[src/rtl/comm_pkg.sv]
// Shared definitions for the matrix-converter leg commutator: state encoding,
// gate index helpers and default dwell times.
package comm_pkg;

  typedef enum logic [2:0] {
    ST_OFF    = 3'd0,
    ST_STEADY = 3'd1,
    ST_STEP1  = 3'd2,
    ST_STEP2  = 3'd3,
    ST_STEP3  = 3'd4,
    ST_DRAIN  = 3'd5,
    ST_FAULT  = 3'd6
  } comm_state_e;

  localparam int T_OFF_DEF = 10;
  localparam int T_ON_DEF  = 2;

  // Forward device of phase p sits on the even gate bit, reverse on the odd one.
  function automatic int fwd_idx(input int p);
    return 2 * p;
  endfunction

  function automatic int rev_idx(input int p);
    return 2 * p + 1;
  endfunction

endpackage

[src/rtl/comm_dwell_timer.sv]
// Down-counting dwell timer: load with a dwell of D cycles, done is high on
// the last of those D cycles and stays high until the next load.
module comm_dwell_timer #(
  parameter int W = 4
) (
  input  logic         clk,
  input  logic         rst,
  input  logic         load,
  input  logic [W-1:0] load_val,
  output logic         done
);

  logic [W-1:0] cnt_r;

  // Dwell counter; saturates at zero once the dwell has elapsed.
  always_ff @(posedge clk or posedge rst) begin
    if (rst) begin
      cnt_r <= '0;
    end else if (load) begin
      cnt_r <= load_val - W'(1);
    end else if (cnt_r != '0) begin
      cnt_r <= cnt_r - W'(1);
    end else begin
      cnt_r <= cnt_r;
    end
  end

  assign done = (cnt_r == '0);

endmodule

[src/rtl/mc_commutator.sv]
// Four-step current-sign-based commutation controller for one output leg of
// an N-phase matrix converter, with null target, fault latch and status.
module mc_commutator
  import comm_pkg::*;
#(
  parameter int N_PH      = 3,
  parameter int T_OFF_CYC = T_OFF_DEF,
  parameter int T_ON_CYC  = T_ON_DEF,
  parameter int SEL_W     = $clog2(N_PH + 1)
) (
  input  logic              clk,
  input  logic              rst,
  input  logic [SEL_W-1:0]  sel,
  input  logic              cur_sign,
  input  logic              fault,
  output logic [2*N_PH-1:0] gate,
  output logic [SEL_W-1:0]  active,
  output logic              busy,
  output logic              fault_st,
  output logic              sel_err
);

  localparam int G_W   = 2 * N_PH;
  localparam int T_MAX = (T_OFF_CYC > T_ON_CYC) ? T_OFF_CYC : T_ON_CYC;
  localparam int DW    = $clog2(T_MAX + 1);

  comm_state_e      state_r, state_nx_s;
  logic [SEL_W-1:0] src_r, src_nx_s;
  logic [SEL_W-1:0] dst_r, dst_nx_s;
  logic             sgn_r, sgn_nx_s;
  logic             err_s;
  logic             sel_ok_s;
  logic [G_W-1:0]   gate_s;
  logic [SEL_W-1:0] active_s;
  logic             busy_s;
  logic             tmr_load_s;
  logic [DW-1:0]    tmr_val_s;
  logic             tmr_done_s;

  assign sel_ok_s   = (int'(sel) <= N_PH);
  assign tmr_load_s = (state_nx_s != state_r);

  comm_dwell_timer #(
    .W(DW)
  ) u_timer (
    .clk      (clk),
    .rst      (rst),
    .load     (tmr_load_s),
    .load_val (tmr_val_s),
    .done     (tmr_done_s)
  );

  // Next state; sel and cur_sign are only looked at once OFF/STEADY dwell has elapsed.
  always_comb begin
    state_nx_s = state_r;
    src_nx_s   = src_r;
    dst_nx_s   = dst_r;
    sgn_nx_s   = sgn_r;
    err_s      = 1'b0;
    if (fault) begin
      state_nx_s = ST_FAULT;
      src_nx_s   = '0;
      dst_nx_s   = '0;
    end else begin
      case (state_r)
        ST_OFF: begin
          if (!tmr_done_s) begin
            state_nx_s = ST_OFF;
          end else if (!sel_ok_s) begin
            err_s = 1'b1;
          end else if (sel != '0) begin
            state_nx_s = ST_STEADY;
            src_nx_s   = sel;
            sgn_nx_s   = cur_sign;
          end else begin
            state_nx_s = ST_OFF;
          end
        end
        ST_STEADY: begin
          if (!tmr_done_s) begin
            state_nx_s = ST_STEADY;
          end else if (!sel_ok_s) begin
            err_s = 1'b1;
          end else if (sel != src_r) begin
            // A zero target takes the drain path after STEP1.
            state_nx_s = ST_STEP1;
            dst_nx_s   = sel;
            sgn_nx_s   = cur_sign;
          end else begin
            state_nx_s = ST_STEADY;
          end
        end
        ST_STEP1: begin
          if (!tmr_done_s) begin
            state_nx_s = ST_STEP1;
          end else if (dst_r == '0) begin
            state_nx_s = ST_DRAIN;
          end else begin
            state_nx_s = ST_STEP2;
          end
        end
        ST_STEP2: begin
          if (tmr_done_s) begin
            state_nx_s = ST_STEP3;
          end else begin
            state_nx_s = ST_STEP2;
          end
        end
        ST_STEP3: begin
          if (tmr_done_s) begin
            state_nx_s = ST_STEADY;
            src_nx_s   = dst_r;
          end else begin
            state_nx_s = ST_STEP3;
          end
        end
        ST_DRAIN: begin
          if (tmr_done_s) begin
            state_nx_s = ST_OFF;
            src_nx_s   = '0;
          end else begin
            state_nx_s = ST_DRAIN;
          end
        end
        ST_FAULT: begin
          if (sel == '0) begin
            state_nx_s = ST_OFF;
          end else begin
            state_nx_s = ST_FAULT;
          end
        end
        default: begin
          state_nx_s = ST_OFF;
          src_nx_s   = '0;
          dst_nx_s   = '0;
        end
      endcase
    end
  end

  // Dwell to load on entry to the next state.
  always_comb begin
    tmr_val_s = DW'(T_OFF_CYC);
    case (state_nx_s)
      ST_STEADY, ST_STEP2: tmr_val_s = DW'(T_ON_CYC);
      default:             tmr_val_s = DW'(T_OFF_CYC);
    endcase
  end

  // Gate pattern and status of the next state, so outputs flip on the state edge.
  always_comb begin
    gate_s = '0;
    for (int p = 0; p < N_PH; p++) begin
      if ((state_nx_s == ST_STEADY) && (src_nx_s == SEL_W'(p + 1))) begin
        gate_s = gate_s | (G_W'(1) << fwd_idx(p)) | (G_W'(1) << rev_idx(p));
      end else if ((((state_nx_s == ST_STEP1) || (state_nx_s == ST_STEP2)) &&
                    (src_nx_s == SEL_W'(p + 1))) ||
                   (((state_nx_s == ST_STEP2) || (state_nx_s == ST_STEP3)) &&
                    (dst_nx_s == SEL_W'(p + 1)))) begin
        gate_s = gate_s | (G_W'(1) << (sgn_nx_s ? fwd_idx(p) : rev_idx(p)));
      end else begin
        gate_s = gate_s;
      end
    end
    if (state_nx_s == ST_STEADY) begin
      active_s = src_nx_s;
    end else begin
      active_s = '0;
    end
    case (state_nx_s)
      ST_STEP1, ST_STEP2, ST_STEP3, ST_DRAIN: busy_s = 1'b1;
      default:                                busy_s = 1'b0;
    endcase
  end

  // State, latched targets and registered outputs.
  always_ff @(posedge clk or posedge rst) begin
    if (rst) begin
      state_r  <= ST_OFF;
      src_r    <= '0;
      dst_r    <= '0;
      sgn_r    <= 1'b0;
      gate     <= '0;
      active   <= '0;
      busy     <= 1'b0;
      fault_st <= 1'b0;
      sel_err  <= 1'b0;
    end else begin
      state_r  <= state_nx_s;
      src_r    <= src_nx_s;
      dst_r    <= dst_nx_s;
      sgn_r    <= sgn_nx_s;
      gate     <= gate_s;
      active   <= active_s;
      busy     <= busy_s;
      fault_st <= (state_nx_s == ST_FAULT);
      sel_err  <= err_s;
    end
  end

endmodule

[config.mk]
export PLATFORM = sky130hd
export DESIGN_NAME = mc_commutator
export DESIGN_NICKNAME = d
export VERILOG_FILES = /design/src/rtl/comm_pkg.sv /design/src/rtl/comm_dwell_timer.sv /design/src/rtl/mc_commutator.sv
export SDC_FILE = /design/constraint.sdc
export NUM_CORES = 1
export LEC_CHECK = 0
export ABC_AREA = 1
export CAP_MARGIN = 10
export CORE_MARGIN = 2
export CORE_UTILIZATION = 50
export DETAILED_ROUTE_END_ITERATION = 10
export GPL_TIMING_DRIVEN = 0
export PLACE_DENSITY = 0.71
export SKIP_CTS_REPAIR_TIMING = 1
export SYNTH_ARGS = -nofsm -noshare
export SYNTH_HDL_FRONTEND = slang
export SYNTH_HIERARCHICAL = 1
export SYNTH_SLANG_ARGS = --single-unit
export TNS_END_PERCENT = 20
[constraint.sdc]
create_clock -name clk -period 3.3 [get_ports clk]
set_clock_uncertainty 0.05 [all_clocks]
set_input_delay 0.33 -clock clk [delete_from_list [all_inputs] [get_ports clk]]
set_output_delay 0.33 -clock clk [all_outputs]
set_load 0.02 [all_outputs]
### Word level (Yosys, flattened, before mapping)

Cells that the tools add are included.

| storage, ports and cells | value |
|---|---|
| register bits | 22 |
| bits of input ports | 6 |
| output and inout bits | 11 |
| logic and storage cells | 103 |

| operators by class | value |
|---|---|
| add/subtract/negate cells | 2 |
| eq/ne operators | 20 |
| shifts and indexed selects | 3 |
| mux-type cells | 42 |
| bitwise operators | 2 |
| reductions and logical operators | 25 |

Operator list:

| operator | count |
|---|---|
| $mux W6 | 6 |
| $mux W2 | 11 |
| $mux W3 | 7 |
| $pmux W3 S7 | 1 |
| $eq A3 B3 Y1 const B | 6 |
| $eq A3 B2 Y1 const B | 4 |
| $mux W4 | 3 |
| $or A6 B6 Y6 | 2 |
| $mux W1 | 11 |
| $logic_and A1 B1 Y1 | 9 |
| $eq A2 B2 Y1 const B | 4 |
| $pmux W2 S4 | 1 |
| $reduce_or A4 Y1 | 2 |
| $sub A4 B1 Y4 const B | 2 |
| $eq A3 B1 Y1 const B | 2 |
| $reduce_or A6 Y1 | 1 |
| $shl A1 B1 Y6 const A | 1 |
| $shl A1 B2 Y6 const A | 1 |
| $shl A1 B3 Y6 const A | 1 |
| $logic_or A1 B1 Y1 | 5 |
| $eq A2 B1 Y1 const B | 2 |
| $logic_not A2 Y1 | 2 |
| $logic_not A4 Y1 | 1 |
| $pmux W2 S2 | 1 |
| other kinds (7) | 8 |

### Depth between registers and ports, before layout

Gate-level depths: netlist (run 1).

| depth | value |
|---|---|
| depth after elaboration | 17 |
| gate-level depth with buffers | 21 |
| gate-level depth less buffers | 21 |

### Modules after synthesis

Netlist (run 1), hierarchy kept.

Modules (own cells, without submodules):

| module | times used | cells an instance | area an instance (µm²) | sequential area each (µm²) |
|---|---|---|---|---|
| mc_commutator | 1 | 166 | 1166.1 | 450.4 |
| comm_dwell_timer | 1 | 48 | 295.3 | 100.1 |

### Least setup slack after synthesis (run 1)

OpenSTA, ideal clock, no wires.

| timing | value |
|---|---|
| path kind | register to register |
| start point | reg u_timer.cnt_r[2] |
| end point | reg u_timer.cnt_r[2] |
| setup time | 119 ps |
| arrival time | 2207 ps |
| data required time | 3131 ps |
| slack | 924 ps |
| stages on the path, launching flop included | 20 |
| buffers on the path | 1 |
| period minus slack after synthesis | 2376 ps |
| cell sequence | dfrtp_1 > nor2_1 > nand3_1 > inv_1 > buf_6 > inv_2 > nand2_1 > nand3_1 > nor2_1 > nand2_2 > nand2_4 > clkinv_4 > nand2_1 > nand4_1 > inv_2 > nand2_1 > nand2_2 > ha_1 > nor2_1 > o21a_1 |

| on the way | value |
|---|---|
| longest elaborated chain between the ends | 6 |
| elaborated cells between the ends (all ways) | 15 |
| classes of those cells | 1 x add/sub; 1 x eq/ne; 10 x mux; 3 x reduce/logical |

RTL lines:

| element | line | text |
|---|---|---|
| from (decl) | comm_dwell_timer.sv:13 | `logic [W-1:0] cnt_r;` |
| from (signal assigned) | comm_dwell_timer.sv:20 | `cnt_r <= load_val - W'(1);` |
| from (signal assigned) | comm_dwell_timer.sv:22 | `cnt_r <= cnt_r - W'(1);` |
| from (signal assigned) | comm_dwell_timer.sv:24 | `cnt_r <= cnt_r;` |
| $logic_not A4 Y1 (*) | comm_dwell_timer.sv:28 | `assign done = (cnt_r == '0);` |
| named net tmr_done_s | mc_commutator.sv:38 | `logic tmr_done_s;` |
| $mux W3, or another cell as far along | mc_commutator.sv:118 | `if (tmr_done_s) begin` |
| $pmux W3 S7 (*) | mc_commutator.sv:65 | `case (state_r)` |
| $mux W3 (*) | mc_commutator.sv:60 | `if (fault) begin` |
| named net state_nx_s[0] | mc_commutator.sv:27 | `comm_state_e state_r, state_nx_s;` |
| $ne A3 B3 Y1 (*) | mc_commutator.sv:41 | `assign tmr_load_s = (state_nx_s != state_r);` |
| named net tmr_load_s | mc_commutator.sv:36 | `logic tmr_load_s;` |
| $mux W4 or $reduce_bool A2 Y1 (tied branches) | -- |  |

Mark *: on every way through the listed nets, which the timed path passes. The rest lies on a longest branch. The select of a mux whose other input is x is not followed.
A chain may end at the register's enable or synchronous reset.

### Worst setup path in the final report (run 1)

Ends and elaborated chain as after synthesis.

==> summary.md, run 1 <==
| Metric | Value |
|---|---|
| Status | `finished clean` |
| Crit path arrival time | `roughly 3000 ps` |
| Peak clock frequency supported by timing | `between 0.3 and 0.4 GHz` |
| Clock sinks | `22` |
| Startpoint Class | `flip-flop` |
| Placer Congestion | `~0.87` |
| Final setup vio count | `0` |
| Comb pwr share | `0.479` |
| Post-Syn Area | `1461 µm²` |
| Post-DR wirelength/cell | `10.84 µm` |
| CP max FO | `10` |
| Syn_area_per_cell | `6.829 µm²` |
| LEAKAGE | `around 0.94 nW` |
| Most common cell after layout, fill and taps aside | `nand2_1` |
| Setup CP Type | `flip-flop to flip-flop` |
| Synth Register Bits | `22` |
| Dpl ws | `about 450 ps` |
| Most frequent cells in the layout | `nand2_1, inv_1, dfrtp_1` |
| IO buf count | `15` |
| Worst Tran Pin Value | `between 600 and 700 ps` |
| CTS Buf Count | `3` |
| HPWL Detailed | `2.312 mm` |
| Final instance area | `between 1500 and 2000 µm²` |
| Number of global-route vias before repair | `roughly 1200` |
| Total of max-cap violations | `0` |
| Area Overhead vs Synth | `17.29%` |
| Hold Slack | `163.2 ps` |
| R2r endpoint | `u_timer/cnt_r[2]` |
| Hold Path Class | `input port to asynchronous set/reset pin` |
| Switching share of power | `0.4124` |
| Rows | `19` |
| Core footprint | `approximately 2800 µm²` |
| Sequential share of power | `0.329` |
| Part of the power in the clock network | `0.192` |
| CP endpoint kind | `flip-flop` |
| Area taken by multi-input logic gates | `roughly 750 µm²` |
| Setup WS post-layout | `~480 ps` |
| Number of library cell types mapped by synthesis | `30` |
| Die area | `3371 µm²` |
| Die H | `between 50 and 60 µm` |
| Drt via density | `between 4 and 5` |
| Internal | `622.2 µW` |
| NetSw | `between 400 and 500 µW` |
| Top Ports | `17` |
| Sequential share of the synthesized area | `0.3767` |
| DRC | `0` |
| Fillers | `254` |
| CTS clk-pin slew, worst paths | `~120 ps` |
| Die width | `slightly below 60 µm` |
| Clk_lat worst skew | `310 ps` |
| Starting density of the core | `0.5299` |
| Slew headroom | `0.5442` |
| Maximum VDD drop | `about 0.00065 V` |
| Hold Vio Cnt, Final | `0` |
| RSZ-0062 raised after global routing | `no` |
| Worst reg2reg path depth | `20` |
| Global-route wire length before repair | `~5.3 mm` |
| Final Cycle Share | `0.8533` |
| Final nets | `~240` |
| Setup TNS | `0 ps` |
| Post-DP Area | `between 1500 and 2000 µm²` |
| Share of cells above drive strength 1 | `0.1610` |
| DR iter-0 viols | `64` |
| Vias | `roughly 1300` |
| Gr ovfl total | `0` |
| Crit path time final | `between 2000 and 3000 ps` |
| Clock Tree Buf Depth | `2` |
| Root Driver | `clkbuf_4` |
| Final ANT Viol Nets | `0` |
| Sequential Area | `about 550 µm²` |
| Slew Viols, Final | `0` |
| Cell count after synthesis | `around 210` |
| Iteration count of the initial detailed-routing pass | `4` |
| Total power | `1.059 mW` |
| Antenna cell count | `0` |
| Ys Warns | `6` |
| # H-tree levels | `1` |
| Antenna violations before repair | `0` |
| Largest net degree at the start of global routing | `19` |
| PD cells | `between 600 and 700 nW/µm²` |
| WP data required | `approximately 3500 ps` |
| Reg2reg setup slack | `just under 500 ps` |
| Reg-to-Reg Start | `u_timer/cnt_r[2]` |
| CTS tree | `yes` |
| Routed WL | `approximately 2.9 mm` |
| All-Layer GR Usage | `0.2033` |
[flip-flops by register name, summed over array words and instances, names as in the netlist]
name / flops
state_r: 3
active: 2
fault_st: 1
busy: 1
gate: 6
sgn_r: 1
src_r: 2
dst_r: 2
u_timer/cnt_r: 4
[worst max-delay path by stage]
stage | startpoint | to | slack (ps)
after floorplan | u_timer/cnt_r[2] | u_timer/cnt_r[2] | 920
after global placement | sel[0] | u_timer/cnt_r[2] | 510
after detailed placement | sel[1] | u_timer/cnt_r[2] | 450
after CTS | u_timer/cnt_r[2] | u_timer/cnt_r[2] | 480
after global routing | u_timer/cnt_r[2] | u_timer/cnt_r[2] | 160
final | u_timer/cnt_r[2] | u_timer/cnt_r[2] | 480
[cells in the mapped netlist]
cell      count  area, µm²
nor2_1       19      71.32
nand3_4       1      17.52
a21oi_4       1      16.27
a31oi_2       1      12.51
o21ai_0       2      10.01
clkinv_2      1      5.000
clkinv_1      3      11.26
nand3_1      12      60.06
buf_4         2      15.01
nor3_2        2      20.02
nand2_4       1      11.26
nand3_2       2      20.02
or2_1         1      6.260
clkinv_4      1      8.760
inv_1        24      90.09
o211ai_1      3      22.52
buf_6         1      11.26
ha_1          1      12.51
dfrtp_1      22      550.5
inv_2         8      30.03
xor2_1        2      17.52
o21a_1        1      7.510
conb_1        2      7.510
nor2_2        4      25.02
nor2_4        1      11.26
nand2_1      84      315.3
nand4_1       2      12.51
nor3_1        2      10.01
a21oi_2       1      8.760
nand2_2       7      43.79
[per-stage QoR]
step	utilization	std cells
CTS	0.6216	267
detailed placement	0.6025	263
global placement	0.6025	263
global route	0.6216	267
floorplan	-	217
finish	0.6216	267
[cells by family (layout without fill, tap and decap cells)]
logic type	count (synthesis)	in the layout	synth area share
buffers and inverters	40	59	0.1173
flip-flops	22	22	0.3767
AO/OA/AOI/OAI	9	9	0.05309
AND/OR/NAND/NOR	138	138	0.4272
other	2	5	0.005139
adder cells (fa/ha/maj)	1	1	0.008560
XOR/XNOR	2	2	0.01199
[power groups by stage]
stage	clock network, mW	logic (mW)	registers, mW
3_3_place_gp	0	0.493	0.352
4_1_cts	0.209	0.510	0.348
2_1_floorplan	0	0.389	0.362
3_5_place_dp	0	0.507	0.354
6_report	0.203	0.507	0.348
5_1_grt	0.218	0.595	0.354
[per-layer routing]
metal	share of wire	wire length [µm]	global-route usage
met5	0	0	0
met4	0.0059	17	0.04651
met3	0.053	154	0.05134
met2	0.49	1430	0.3506
met1	0.45	1293	0.2568
[worst max-delay path, cell delays in order, from the launching register on]
cell      delay [ps]
dfrtp_1          410
nor2_1           120
nand3_1           90
inv_1            190
buf_6            180
inv_2             60
nand2_1           80
nand3_1           80
nor2_1           130
nand2_2           90
nand2_4          100
clkinv_4          70
nand2_1           60
nand4_1          240
inv_2            190
nand2_1           80
nand2_2          100
ha_1             170
inv_1             40
nor2_1            90
o21a_1           120
[layout make-up]
| cell class | count | share of cell area |
|---|---|---|
| multi-input cells | 155 | 0.4380 |
| flip-flops and latches | 22 | 0.3212 |
| repair buffers | 15 | 0.08759 |
| inverters | 37 | 0.08467 |
| well taps | 31 | 0.02263 |
| clock inverters | 1 | 0.01752 |
| plain buffers | 3 | 0.01533 |
| clock buffers | 3 | 0.01314 |
(Power assumes the default switching activity.)
==> inputs of run 2 (changes only) <==
- CTS_CLUSTER_DIAMETER: unset -> 50
==> results of run 2 <==
The final DEF is identical to that of run 1; final timing and power are the same.
==> inputs of run 3 (changes only) <==
- SKIP_LAST_GASP: unset -> 1
==> results of run 3 <==
The final DEF is identical to that of run 1; final timing and power are the same.
